==> src/rtl/sram_arbiter.sv <==
// sram_arbiter: shares one asynchronous pixel SRAM between the display-read
// port and the engine write port. Reads have priority; a saturating read
// streak counter forces a write through once MAX_RD_STREAK consecutive reads
// have been granted while a write was waiting. All SRAM strobes are
// registered from the next-state of the access FSM.
module sram_arbiter #(
  parameter int ACCESS_CYCLES = 2,
  parameter int MAX_RD_STREAK = 8
) (
  input  logic        clk,
  input  logic        reset,
  input  logic        enable,
  input  logic        rd_req,
  input  logic [19:0] rd_addr,
  output logic        rd_ack,
  output logic        rd_valid,
  output logic [15:0] rd_data,
  input  logic        wr_req,
  input  logic [19:0] wr_addr,
  input  logic [15:0] wr_data,
  input  logic [1:0]  wr_be,
  output logic        wr_ack,
  output logic [19:0] sram_addr,
  input  logic [15:0] sram_dq_in,
  output logic [15:0] sram_dq_out,
  output logic        sram_dq_oe,
  output logic        sram_ce_n,
  output logic        sram_oe_n,
  output logic        sram_we_n,
  output logic        sram_ub_n,
  output logic        sram_lb_n
);

  localparam int CW = $clog2(ACCESS_CYCLES);
  localparam int SW = ($clog2(MAX_RD_STREAK + 1) > 4) ? $clog2(MAX_RD_STREAK + 1) : 4;
  localparam logic [CW-1:0] LAST = CW'(ACCESS_CYCLES - 1);
  localparam logic [SW-1:0] SMAX = SW'(MAX_RD_STREAK);

  typedef enum logic [1:0] {S_IDLE, S_RD, S_WR, S_TURN} state_t;

  state_t        r_state;
  state_t        w_nstate;
  logic [CW-1:0] r_cnt;
  logic [CW-1:0] w_ncnt;
  logic [SW-1:0] r_streak;
  logic [1:0]    r_be;
  logic [1:0]    w_nbe;
  logic          w_dec;
  logic          w_wr_gnt;
  logic          w_rd_gnt;
  logic          w_capture;

  // Arbitration and next-state: decide in IDLE and on the last access cycle.
  always_comb begin
    w_dec     = (r_state == S_IDLE) ||
                (((r_state == S_RD) || (r_state == S_WR)) && (r_cnt == LAST));
    w_wr_gnt  = !reset && enable && w_dec && wr_req &&
                (!rd_req || (r_streak == SMAX));
    w_rd_gnt  = !reset && enable && w_dec && rd_req && !w_wr_gnt;
    w_capture = (r_state == S_RD) && (r_cnt == LAST);
    w_nbe     = w_wr_gnt ? wr_be : r_be;
    w_nstate  = r_state;
    w_ncnt    = r_cnt + 1'b1;
    if (w_wr_gnt) begin
      w_nstate = S_WR;
      w_ncnt   = '0;
    end else if (w_rd_gnt) begin
      // Only write-to-read needs a bus turnaround; read-to-write does not
      // because dq_oe only rises together with WR.
      w_nstate = (r_state == S_WR) ? S_TURN : S_RD;
      w_ncnt   = '0;
    end else if (w_dec) begin
      w_nstate = S_IDLE;
      w_ncnt   = '0;
    end else if (r_state == S_TURN) begin
      w_nstate = S_RD;
      w_ncnt   = '0;
    end
  end

  assign rd_ack = w_rd_gnt;
  assign wr_ack = w_wr_gnt;

  // Access FSM with Moore strobes registered from the next state.
  always_ff @(posedge clk) begin
    if (reset) begin
      r_state    <= S_IDLE;
      r_cnt      <= '0;
      sram_ce_n  <= 1'b1;
      sram_oe_n  <= 1'b1;
      sram_we_n  <= 1'b1;
      sram_ub_n  <= 1'b1;
      sram_lb_n  <= 1'b1;
      sram_dq_oe <= 1'b0;
    end else begin
      r_state <= w_nstate;
      r_cnt   <= w_ncnt;
      case (w_nstate)
        S_RD: begin
          sram_ce_n  <= 1'b0;
          sram_oe_n  <= 1'b0;
          sram_we_n  <= 1'b1;
          sram_ub_n  <= 1'b0;
          sram_lb_n  <= 1'b0;
          sram_dq_oe <= 1'b0;
        end
        S_WR: begin
          sram_ce_n  <= 1'b0;
          sram_oe_n  <= 1'b1;
          // Release we_n on the last cycle so data is held past its rising edge.
          sram_we_n  <= (w_ncnt == LAST);
          sram_ub_n  <= ~w_nbe[1];
          sram_lb_n  <= ~w_nbe[0];
          sram_dq_oe <= 1'b1;
        end
        default: begin
          sram_ce_n  <= 1'b1;
          sram_oe_n  <= 1'b1;
          sram_we_n  <= 1'b1;
          sram_ub_n  <= 1'b1;
          sram_lb_n  <= 1'b1;
          sram_dq_oe <= 1'b0;
        end
      endcase
    end
  end

  // Read streak: counts reads granted while a write waits, saturating.
  always_ff @(posedge clk) begin
    if (reset) begin
      r_streak <= '0;
    end else if (!wr_req || w_wr_gnt) begin
      r_streak <= '0;
    end else if (w_rd_gnt && (r_streak != SMAX)) begin
      r_streak <= r_streak + 1'b1;
    end
  end

  // Request latch: address and write data captured on the granting edge.
  always_ff @(posedge clk) begin
    if (reset) begin
      sram_addr   <= '0;
      sram_dq_out <= '0;
    end else if (w_wr_gnt) begin
      sram_addr   <= wr_addr;
      sram_dq_out <= wr_data;
    end else if (w_rd_gnt) begin
      sram_addr   <= rd_addr;
    end
  end

  // Byte enables only matter while WR is active, so they carry no reset.
  always_ff @(posedge clk) begin
    r_be <= w_nbe;
  end

  // Read capture: sample the bus on the last RD cycle, flag it one cycle later.
  always_ff @(posedge clk) begin
    if (reset) begin
      rd_valid <= 1'b0;
      rd_data  <= '0;
    end else begin
      rd_valid <= w_capture;
      if (w_capture) begin
        rd_data <= sram_dq_in;
      end
    end
  end

endmodule

==> config.mk <==
export PLATFORM = sky130hd
export DESIGN_NAME = sram_arbiter
export DESIGN_NICKNAME = d
export VERILOG_FILES = /design/src/rtl/sram_arbiter.sv
export SDC_FILE = /design/constraint.sdc
export NUM_CORES = 1
export LEC_CHECK = 0
export ABC_AREA = 1
export BUFFER_PORTS_ARGS = -buffer_cell sky130_fd_sc_hd__buf_2
export CAP_MARGIN = 20
export CORE_MARGIN = 4
export CORE_UTILIZATION = 42
export DETAILED_ROUTE_END_ITERATION = 16
export HOLD_SLACK_MARGIN = 0.08
export PLACE_DENSITY_LB_ADDON = 0.1
export SLEW_MARGIN = 15
export SYNTH_ARGS = -nofsm -noshare
export SYNTH_HDL_FRONTEND = slang
export SYNTH_SLANG_ARGS = --single-unit
==> constraint.sdc <==
create_clock -name clk -period 1.85 [get_ports clk]
set_input_delay 0.2775 -clock clk [delete_from_list [all_inputs] [get_ports clk]]
set_output_delay 0.2775 -clock clk [all_outputs]
set_load 0.005 [all_outputs]
==> results.md <==
* Wire per inst at around 12 um
* Clock slew seen by the registers of the worst setup and hold paths at approximately 80 ps
* Routability cong. at ~0.8
* Kind of critical path: flip-flop to output port
* Share of post-route cells with drive strength above 1 at 39.5%
* Detailed placement HPWL at between 5 and 6 mm
* Number of diodes at 0
* Achievable Freq at 515 MHz
* Maximum VDD drop at 0.351 mV
* DR pass1 iterations at 4
* Compound-Gate Fraction of Synth Area at under 10%
* Wl on met1 at approximately 3.6 mm
* Period Utilization, post-route at 105%
* CTS max path bufs at 2
* Global-route wire length before repair at between 10 and 15 mm
* Count of non-filler cells in the finished layout at 683
* Setup ws final at -93.6 ps
* # rows at 30
* Layout Nets at about 670
* Remaining DRCs at 0
* Violated checks: setup timing
* Design Area, Final at 4500 um^2
* Uppermost routed layer: met4
* Initial antenna violation count at 0
* Total grt overflow at 0
* R2R Setup Slk at -70 ps
* Skew-Pair Late Insertion Delay at 340 ps
* Initial Util at between 40% and 50%
* Count of final setup violators at 24
* Synth Area per Inst at approximately 7.2 um^2
* Fillers at a little over 600
* Sink Count at between 60 and 70
* Power per cell area at around 800 nW/um^2
* Met3 WL at roughly 540 um
* Post-synthesis mux area share at 0%
* Cell leakage power at ~2.2 nW
* CTS root buffer: clkbuf_8
* Io pins at 140
* Placed cell area at between 3000 and 4000 um^2
* Seq/Total Area, Yosys at between 40% and 50%
* Clk_skew at about 11 ps
* Slew HR at 67.5%
* Cell accounting for the most synthesized area: dfxtp_1
* Critical path data required time at roughly 1600 ps
* Vias in the first global route at roughly 2.9k
* # Max-Cap Violations at 0
* Setup crit end kind: output port
* Post-layout util at ~66%
* Yosys Warn Count at 0
* Yosys top cell area share at between 40% and 50%
* Slew at the pin closest to its max-slew limit at between 400 and 500 ps
* Gate Count Post-Synth at between 400 and 500
* Status: finished with violations
* Area Growth Syn to Fin at 50.1%
* Area contributors post-synth: dfxtp_1, nor2_1, nand3_1
* Xor and xnor area share after synthesis at less than 1%
* Flops & latches, synth at 68
* Post-Synth Simple-Gate Area at around a third
* CTS Buf Count at 9
* Largest family of logic cells by synthesized area: simple AND/OR/NAND/NOR gates
* Unrepaired setup endpoints after global routing: yes
* Die area at between 8000 and 9000 um^2
* Class of the worst hold path: primary input to flip-flop
* Synth Area in Adders at 4.18%
* Final wirelength at around 8.3 mm
* Vias at ~3.1k
* Final min period at approximately 1900 ps
* Netlist cell types at 24
* Placed Cells at 653
* Final Slew Violations at 0
* Htree depth at 3
* Crit-path max FO at 2
* Place WS at -73.3 ps
* Critical Path AT at 1670 ps
* Startpoint Class: flip-flop
* CTS hold repair buffers at 0
* WL met2 at 4.14 mm
* Initial DRC count at 66
* Chip width at around 92 um
* Core area at about 6900 um^2
* Clock tree from TritonCTS: built
* Hold Vio Cnt, Final at 0
* Pin count of the biggest net entering global routing at 36
* PortBufs at roughly 140
* Total GRT Usage at between 10% and 20%
* Vias per Instance at around 4.6
* Die H at approximately 92 um
* Net Count, Synth at roughly 510
* Synth Cell Area at 3000 um^2
* Routed Antenna Nets at 0
-- where the power goes --
part | internal [mW] | switching, mW | leakage [nW]
Clock | 0.974 | 0.572 | 0.130
Combinational | 0.236 | 0.238 | 1.55
Sequential | 1.52 | 0.0237 | 0.554
Total | 2.73 | 0.834 | 2.23
-- worst paths after layout --
kind,from,end,depth (start not counted)
worst min register to register,r_be[0]$_DFF_P_,r_be[0]$_DFF_P_,2
worst min-delay path,wr_be[0],r_be[0]$_DFF_P_,3
worst max-delay path,r_state[1]$_SDFF_PP0_,wr_ack,9
worst max register to register,r_state[1]$_SDFF_PP0_,sram_dq_oe$_SDFF_PP0_,16
-- state kept, by name, indices dropped and copies added (netlist names) --
signal and cells:
sram_ce_n 1, r_streak 4, r_be 2, sram_we_n 1, sram_lb_n 1, sram_dq_out 16, sram_dq_oe 1, sram_ub_n 1
rd_valid 1, sram_oe_n 1, rd_data 16, sram_addr 20, r_state 2, r_cnt 1
-- worst max-delay path: stages (launching register included) --
cell	delay, ps
dfxtp_2	340
inv_2	50
ha_4	270
nand2_4	50
buf_6	120
a21oi_4	140
nand3_4	100
buf_12	150
clkinv_8	40
buf_6	80
-- layout by cell type, fill, tap and decap left out, types with 2 or more instances in the layout --
cell type and n:
nand2_2 7, clkbuf_16 3, buf_12 4, nand3_4 2, nand2_4 3, a21oi_2 3, bufinv_16 3, o21ai_1 9
dfxtp_1 65, o21ai_0 22, ha_1 7, clkbuf_8 11, inv_2 7, ha_4 2, dfxtp_2 3, nand3_1 47
buf_6 6, buf_4 24, buf_2 137, nand2_1 39, nor2_1 132, inv_1 31, a21oi_1 2, clkinv_4 2
nor2_4 2
-- cells in the mapped netlist --
library cell / n
o21ai_0: 22
nand2_4: 1
nand2_1: 46
inv_6: 1
nor2_4: 2
o21ai_1: 11
buf_6: 5
xnor2_1: 1
inv_1: 36
nor3_2: 1
dfxtp_1: 68
a21oi_2: 3
nand2_2: 3
ha_1: 10
a21oi_1: 3
nor2_2: 1
nor2_1: 132
buf_2: 6
nand3_1: 48
or2_2: 1
nand3_2: 1
clkbuf_1: 8
inv_2: 5
buf_4: 3
-- through the flow --
step,hold WS (ps),TNS (ps),total power [mW]
2_1_floorplan,399,-62.0,1.79
6_report,157,-1120,3.56
4_1_cts,138,-2100,3.56
5_1_grt,155,-3180,3.74
3_3_place_gp,433,-2.22,1.97
3_5_place_dp,441,-333,1.98
-- cell families after synthesis --
family / Yosys count
compound gates: 39
xor+xnor: 1
fa+ha+maj: 10
buf+inv: 64
flops: 68
simple gates: 236
-- cell type report --
type / instances / area (um^2) / area share, %
clock buffers: 11 / 151 / 3.36
inverters: 42 / 181 / 4.03
repair buffers: 175 / 1120 / 24.8
well taps: 96 / 120 / 2.67
clock inverters: 5 / 108 / 2.39
multi-input cells: 286 / 1460 / 32.4
flip-flops and latches: 68 / 1370 / 30.3
-- layer usage --
| layer | global-route usage, % | vias to the layer above |
|---|---|---|
| met2 | 32.4 | 91 |
| met4 | 7.05 | 0 |
| met3 | 4.22 | 5 |
| met1 | 22.2 | 1408 |
| li1 | - | 1623 |
| met5 | 0 | - |
-- timing repair --
item / CTS / global route
resized for setup: 18 / 21
cloned: 1 / 3
pin swaps: 9 / 9
setup endpoints to repair: 20 / 49
buffers inserted: 8 / 3
Note: power is estimated with default switching activity, not from simulation.
